===== src/rtl/mux_share_arbiter_if.sv =====
// mux_share_arbiter_if: request/grant/data bundle for the shared 2:1 select path
// master: requesters (drive req_*/data_*, observe grants and result)
// slave : arbiter (observe req_*/data_*, drive grant_*, sel, out, out_valid)
interface mux_share_arbiter_if #(parameter int WIDTH = 3);
    logic             req_a;
    logic             req_b;
    logic [WIDTH-1:0] data_a;
    logic [WIDTH-1:0] data_b;
    logic             grant_a;
    logic             grant_b;
    logic             sel;
    logic [WIDTH-1:0] out;
    logic             out_valid;
    modport master(output req_a, req_b, data_a, data_b, input grant_a, grant_b, sel, out, out_valid);
    modport slave(input req_a, req_b, data_a, data_b, output grant_a, grant_b, sel, out, out_valid);
endinterface


===== src/rtl/mux_share_arbiter.sv =====
// mux_share_arbiter: round-robin, hold-limited arbiter driving a shared 2:1 select path
// clk, rst (async, active high)
// bus.req_a/req_b, bus.data_a/data_b : requests and source data
// bus.grant_a/grant_b/sel            : registered grant decode, sel = grant_b
// bus.out/out_valid                  : data captured under the previous cycle's grant
module mux_share_arbiter #(
    parameter int WIDTH    = 3,
    parameter int MAX_HOLD = 4
) (
    input logic                clk,
    input logic                rst,
    mux_share_arbiter_if.slave bus
);
    localparam logic [1:0] IDLE  = 2'd0;
    localparam logic [1:0] GNT_A = 2'd1;
    localparam logic [1:0] GNT_B = 2'd2;
    localparam logic [3:0] LIMIT = 4'(MAX_HOLD - 1);

    logic [1:0] state;
    logic [1:0] nxt;
    logic [1:0] idle_nxt;
    logic [1:0] a_nxt;
    logic [1:0] b_nxt;
    logic [3:0] cnt;
    logic       last_b;
    logic       contested;
    logic       busy;

    // last_b set means B was served last, so A wins a tie
    assign idle_nxt  = (bus.req_a && bus.req_b) ? (last_b ? GNT_A : GNT_B) :
                       bus.req_a ? GNT_A : bus.req_b ? GNT_B : IDLE;
    assign a_nxt     = !bus.req_a ? (bus.req_b ? GNT_B : IDLE) :
                       (bus.req_b && cnt == LIMIT) ? GNT_B : GNT_A;
    assign b_nxt     = !bus.req_b ? (bus.req_a ? GNT_A : IDLE) :
                       (bus.req_a && cnt == LIMIT) ? GNT_A : GNT_B;
    assign nxt       = state == GNT_A ? a_nxt : state == GNT_B ? b_nxt : idle_nxt;
    assign contested = (state == GNT_A && bus.req_b) || (state == GNT_B && bus.req_a);
    assign busy      = state == GNT_A || state == GNT_B;

    assign bus.grant_a = state == GNT_A;
    assign bus.grant_b = state == GNT_B;
    assign bus.sel     = state == GNT_B;

    always_ff @(posedge clk or posedge rst) begin
        if (rst) begin
            state         <= IDLE;
            cnt           <= '0;
            last_b        <= 1'b1;
            bus.out       <= '0;
            bus.out_valid <= 1'b0;
        end else begin
            state         <= nxt;
            // an uncontested owner keeps its count, so it is never forced off
            cnt           <= nxt != state ? 4'd0 : contested ? cnt + 4'd1 : cnt;
            if (nxt != state && nxt != IDLE)
                last_b <= nxt == GNT_B;
            bus.out_valid <= busy;
            if (busy)
                bus.out <= bus.sel ? bus.data_b : bus.data_a;
        end
    end
endmodule


===== src/flat_wrapper.sv =====
// flat-port wrapper written by rule: the top's interface ports become plain ports
module mux_share_arbiter_flat 
#(
    parameter int WIDTH    = 3,
    parameter int MAX_HOLD = 4
)
  (clk, rst, bus_req_a, bus_req_b, bus_data_a, bus_data_b, bus_grant_a, bus_grant_b, bus_sel, bus_out, bus_out_valid);
  mux_share_arbiter_if #(.WIDTH(WIDTH)) bus_i ();
  input logic clk;
  input logic rst;
  input wire logic [$bits(bus_i.req_a)-1:0] bus_req_a;
  input wire logic [$bits(bus_i.req_b)-1:0] bus_req_b;
  input wire logic [$bits(bus_i.data_a)-1:0] bus_data_a;
  input wire logic [$bits(bus_i.data_b)-1:0] bus_data_b;
  output wire logic [$bits(bus_i.grant_a)-1:0] bus_grant_a;
  output wire logic [$bits(bus_i.grant_b)-1:0] bus_grant_b;
  output wire logic [$bits(bus_i.sel)-1:0] bus_sel;
  output wire logic [$bits(bus_i.out)-1:0] bus_out;
  output wire logic [$bits(bus_i.out_valid)-1:0] bus_out_valid;
  assign bus_i.req_a = bus_req_a;
  assign bus_i.req_b = bus_req_b;
  assign bus_i.data_a = bus_data_a;
  assign bus_i.data_b = bus_data_b;
  assign bus_grant_a = bus_i.grant_a;
  assign bus_grant_b = bus_i.grant_b;
  assign bus_sel = bus_i.sel;
  assign bus_out = bus_i.out;
  assign bus_out_valid = bus_i.out_valid;
  mux_share_arbiter #(.WIDTH(WIDTH), .MAX_HOLD(MAX_HOLD)) u_core (.clk(clk), .rst(rst), .bus(bus_i));
endmodule

===== config.mk =====
export PLATFORM = sky130hd
export DESIGN_NAME = mux_share_arbiter_flat
export DESIGN_NICKNAME = d
export VERILOG_FILES = /design/src/rtl/mux_share_arbiter_if.sv /design/src/rtl/mux_share_arbiter.sv /design/src/flat_wrapper.sv
export SDC_FILE = /design/constraint.sdc
export NUM_CORES = 1
export LEC_CHECK = 0
export CAP_MARGIN = 10
export CELL_PAD_IN_SITES_DETAIL_PLACEMENT = 0
export CELL_PAD_IN_SITES_GLOBAL_PLACEMENT = 2
export CORE_MARGIN = 4
export CORE_UTILIZATION = 30
export CTS_CLUSTER_DIAMETER = 40
export CTS_CLUSTER_SIZE = 8
export DETAILED_ROUTE_END_ITERATION = 10
export PLACE_DENSITY = 0.9
export SETUP_SLACK_MARGIN = 0.5
export SYNTH_ARGS = -nofsm -noshare
export SYNTH_HDL_FRONTEND = slang
export SYNTH_SLANG_ARGS = --single-unit
export TNS_END_PERCENT = 10

===== constraint.sdc =====
create_clock -name clk -period 5.7 [get_ports clk]
set_clock_uncertainty 0.2 [all_clocks]
set_input_delay 1.71 -clock clk [delete_from_list [all_inputs] [get_ports clk]]
set_output_delay 1.71 -clock clk [all_outputs]
set_load 0.02 [all_outputs]

==> results.ini, run 1 <==
[final_layout]
diodes=0
synthToLayoutAreaGrowth_pct=31.8
final_cell_mix=clkdlybuf4s50_1, dfrtp_1, nand2_1
drive_above_1_share=0.117
nNetsFinal=91
final_common_cell=clkdlybuf4s50_1

[cts]
cts_resized=0
clk_pin_slew_ns=0.07
cts_buffers=3
htree_levels=1
cts_root_buffer=clkbuf_4
clock_path_buffers=2
clock_latency_ns=0.26
cts_sinks=11
cts_tree=yes
postCtsSetupBuffers=0
cts.hold.buffers_added=0

[synthesis]
synth_ff_type=dfrtp_1
synth_seq_cells=11
ys_types=26
netlist_area_um2=633
yosys_warnings=0
async_flop_share=1.00
syn_inst=59
syn-num-nets=72
ys_seq_area_frac=0.437
synth.avg_cell_area_um2=10.7
synth_edf_count=0

[grt]
grt_usage=0.0971
antenna_found_initial=0
grt_max_degree=12
grt_remaining_overflow=0
grt_pass1_wl_um=1980
grt_pass1_vias=459

[setup_path]
r2r_slack_ns=3.57
rr_endpoint=u_core.cnt[3]
timing.rr.start=u_core.state[0]
critical_path.startpoint_type=flip-flop
reg2regPathDepth=6
worstPathRequired_ns=3.79
cp_max_fo=10
crit_chain=inv_1, ha_1, clkdlybuf4s50_1
critical_path_class=flip-flop to primary output
end_kind=primary output
worstPathArrival_ns=1.92
max_stage_delay_ns=0.70
cp_slowest_cell=clkdlybuf4s50_1

[outcome]
outcome=finished, final reports clean

[floorplan]
initial_utilization=0.319
coreArea_um2=1980
io_pins=17
die_h_um=53.9
die_w_um=53.9
rows=16
dieArea_um2=2910

[flow_run]
maxCapViolCount=0

[timing]
fmax_mhz=261
whs_ns=0.289
period_needed_ns=3.83
hold_viol=0
period_share=0.672
slew_violations=0
setup_slack_ns=1.87
finalSetupViolCount=0
rsz0062_at_grt=no
relSlewSlack=0.711
worstMarginPinSlew_ns=0.434
tns_ns=0

[power]
p_leak_uw=0.000356
power_density_nw_per_um2=323
vdd_drop_max_uv=197

[detailed_routing]
drcViolationCount=0
ant_nets=0
wl_per_cell_um=11.6
wl_met3_um=111
vias=481
vias_per_cell=4.63
met1_length_um=520
top_layer=met4
dr_wl_met2_um=560
finalWirelength_um=1210
drtIter0Drc=3
drtPass1Iterations=4

[min_path]
holdCritStartpoint=u_core.bus.out[0]
worst_hold_path.endpoint=u_core.bus.out[0]
worstHoldPathCells=2
hold_path_class=flip-flop to flip-flop

[placement]
place_ws_ns=2.16
gp_congestion=0.701
port-buffer-count=16
dp_hpwl_um=953

-- power breakdown --
group          total [µW]  switching [µW]  internal, µW
sequential            109            12.1          97.2
combinational         109            55.5          53.1
clock                51.6            24.5          27.0
total                 269            92.1           177
-- cells in the mapped netlist (all sizes together), types with 2 or more instances --
cell type	n	area, µm²
a21oi	5	25.0
a22o	2	18.8
buf	2	18.8
dfrtp	10	250
ha	3	37.5
inv	5	18.8
mux2i	5	50.1
nand2	7	26.3
o21ai	3	15.0
xnor2	2	17.5
xor2	2	17.5
-- state kept, by name (all words and copies together) (netlist names) --
signal                flops
u_core.bus.out            3
u_core.state              2
u_core.bus.out_valid      1
u_core.last_b             1
u_core.cnt                4
-- how the worst max path moves through the flow --
stage,slack (ns),cells after the start,end,from
floorplan,2.80,3,bus_sel,u_core.state[0]
global placement,2.19,3,bus_sel,u_core.state[0]
detailed placement,2.16,3,bus_grant_b,u_core.state[0]
CTS,1.85,3,bus_grant_b,u_core.state[0]
global route,1.73,3,bus_sel,u_core.state[0]
finish,1.87,3,bus_grant_b,u_core.state[0]
-- kinds of logic (layout without fill, tap and decap cells) --
group                    count (synthesis)  in the layout  synth area share
AO/OA/AOI/OAI                           14             14             0.164
XOR/XNOR                                 4              4            0.0553
adder cells (fa/ha/maj)                  3              3            0.0593
buffers and inverters                    7             25            0.0593
flip-flops                              11             11             0.437
multiplexers                             6              6            0.0968
AND/OR/NAND/NOR                         14             14             0.128
-- final cells by class --
| type | count | area [µm²] |
|---|---|---|
| Fill cell | 194 | 1150 |
| Multi-Input combinational cell | 41 | 319 |
| Sequential cell | 11 | 277 |
| Timing Repair Buffer | 16 | 160 |
| Tap cell | 27 | 33.8 |
| Clock buffer | 4 | 26.3 |
| Inverter | 5 | 18.8 |
-- critical path, delay by kind of cell, from the launching register on --
kind                       cells  cell delay, ns
adders and majority gates      1            0.43
buffers and inverters          2            0.81
DFF                            1            0.42
-- layer usage --
layer / vias up / GRT usage
li1: 243 / -
met1: 217 / 0.105
met2: 19 / 0.159
met3: 2 / 0.0249
met4: 0 / 0.0766
met5: - / 0
-- through the flow --
step | total power, µW | util | instances | cell area (µm²)
detailed placement | 220 | 0.408 | 100 | 808
global placement | 219 | 0.408 | 100 | 808
CTS | 274 | 0.421 | 104 | 835
global route | 289 | 0.421 | 104 | 835
floorplan | 176 | - | 59 | 633
finish | 269 | 0.421 | 104 | 835
Note: power is estimated with default switching activity, not from simulation.
==> run 2, diff against run 1 <==
Settings changed: CORE_UTILIZATION 30 to 28, PLACE_DENSITY 0.9 to 0.86.
Clock period 5.7 ns to 3.7 ns, I/O delays scaled along.
==> run 2 against run 1 <==
Net effect:
- first-iteration DRC count is 130% higher
- total power increased by 54%
- critical path type unchanged
- largest power group is now combinational logic
- routed wire length up 0.66%
==> results.ini, run 2 (synthesis gave the netlist of run 1 again) <==
[detailed_routing]
vias_per_cell=4.66  ; was 4.63
drtPass1Iterations=4  ; unchanged
finalWirelength_um=1220  ; was 1210 µm
ant_nets=0  ; unchanged
drcViolationCount=0  ; unchanged
wl_per_cell_um=11.7  ; was 11.6 µm
vias=485  ; was 481
drtIter0Drc=7  ; was 3

[final_layout]
fin_cells=104  ; unchanged
reg_top3=u_core.cnt (4), u_core.bus.out (3), u_core.state (2)  ; unchanged
largest_register_ffs=4  ; unchanged
drive_above_1_share=0.143  ; was 0.117
final_cell_mix=clkdlybuf4s50_1, dfrtp_1, nand2_1  ; unchanged
synthToLayoutAreaGrowth_pct=32.6  ; was 31.8%
largest_register=u_core.cnt  ; unchanged
final_common_cell=clkdlybuf4s50_1  ; unchanged
fin_util=0.407  ; was 0.421
nNetsFinal=91  ; unchanged
diodes=0  ; unchanged
postLayoutCellArea_um2=840  ; was 835 µm²

[timing]
tns_ns=0  ; unchanged
period_share=0.832
fmax_mhz=325
worstMarginPinSlew_ns=0.412  ; was 0.434 ns
slew_violations=0  ; unchanged
hold_viol=0  ; unchanged
relSlewSlack=0.725  ; was 0.711
period_needed_ns=3.08
finalSetupViolCount=0  ; unchanged
rsz0062_at_grt=no  ; unchanged

[setup_path]
critPathTopFamily=buffers and inverters  ; unchanged
critical_path_buf_inv_count=2  ; unchanged
cp_slowest_cell=clkdlybuf4s50_1  ; unchanged
end_kind=primary output  ; unchanged
critical_path_class=flip-flop to primary output  ; unchanged
worstPathRequired_ns=2.39  ; was 3.79 ns
max_stage_delay_ns=0.65  ; was 0.70 ns
cp_max_fo=10  ; unchanged
critical_path.startpoint_type=flip-flop  ; unchanged
worstPathArrival_ns=1.77  ; was 1.92 ns
crit_chain=inv_1, ha_2, clkdlybuf4s50_1  ; was inv_1, ha_1, clkdlybuf4s50_1

[cts]
cts.hold.buffers_added=0  ; unchanged
htree_levels=1  ; unchanged
clock_path_buffers=2  ; unchanged
clock_latency_ns=0.26  ; about the same
cts_tree=yes  ; unchanged
clk_pin_slew_ns=0.07  ; about the same
cts_buffers=3  ; unchanged
cts_sinks=11  ; unchanged
cts_root_buffer=clkbuf_4  ; unchanged
postCtsSetupBuffers=0  ; unchanged

[grt]
grt_pass1_vias=466  ; was 459
grt_usage=0.0786  ; was 0.0971
grt_max_degree=12  ; unchanged
grt_pass1_wl_um=1940  ; was 1980 µm
grt_remaining_overflow=0  ; unchanged
antenna_found_initial=0  ; unchanged

[floorplan]
initial_utilization=0.307  ; was 0.319
io_pins=17  ; unchanged
rows=16  ; unchanged
die_w_um=55.6  ; was 53.9 µm
die_h_um=55.6  ; was 53.9 µm
dieArea_um2=3090  ; was 2910 µm²
coreArea_um2=2060  ; was 1980 µm²

[placement]
port-buffer-count=16  ; unchanged
placed_cell_area_um2=808  ; unchanged
dp_hpwl_um=969  ; was 953 µm
dp.cells=100  ; unchanged
gp_congestion=0.656  ; was 0.701

[power]
power_density_nw_per_um2=496  ; was 323 nW/µm²
p_leak_uw=0.000353  ; was 0.000356 µW
vdd_drop_max_uv=283  ; was 197 µV

[flow_run]
maxCapViolCount=0  ; unchanged

[outcome]
outcome=finished, final reports clean  ; unchanged

[min_path]
hold_path_class=flip-flop to flip-flop  ; unchanged

## run 2: final cells by class
class / instances / area [µm²]
Multi-Input combinational cell: 41 / 324
Tap cell: 27 / 33.8
Timing Repair Buffer: 16 / 160
Sequential cell: 11 / 277
Fill cell: 208 / 1220
Inverter: 5 / 18.8
Clock buffer: 4 / 26.3
## run 2: tightest hold or removal path, stage by stage (launching register included)
cell     delay, ns
dfrtp_1       0.35
nand2_1       0.05
o21ai_0       0.06
## run 2: power by group
part | switching (µW) | total (µW) | internal (µW)
sequential | 18.5 | 168 | 150
combinational | 85.4 | 169 | 83.8
clock | 37.1 | 78.7 | 41.6
## run 2: metal layers
layer  share of wire  track usage
met5               0            0
met1            0.46       0.0862
met4           0.012       0.0521
met2            0.48        0.135
met3           0.048       0.0163
## run 2: final timing paths
kind / startpoint / to / slack, ns / cells past startpoint
max in group asynchronous: rst / u_core.last_b / 2.05 / 2
hold / removal: u_core.bus.out[0] / u_core.bus.out[0] / 0.29 / 2
setup reg to reg: u_core.state[0] / u_core.cnt[0] / 1.70 / 6
hold reg to reg: u_core.bus.out[0] / u_core.bus.out[0] / 0.29 / 2
min in group asynchronous: rst / u_core.bus.out[2] / 0.93 / 2
setup / recovery: u_core.state[0] / bus_sel / 0.62 / 3
## run 2: per-stage QoR
stage / total power, µW / hold WS (ns) / worst slack (ns)
after detailed placement: 338 / 0.276 / 0.763
after CTS: 423 / 0.297 / 0.582
after floorplan: 272 / 0.341 / 1.40
final: 416 / 0.288 / 0.620
after global placement: 338 / 0.268 / 0.782
after global routing: 444 / 0.335 / 0.522
## run 2: what timing repair did
item	CTS	global route
resized for setup	1	1
endpoints found under the setup margin	2	1
gates cloned	0	0
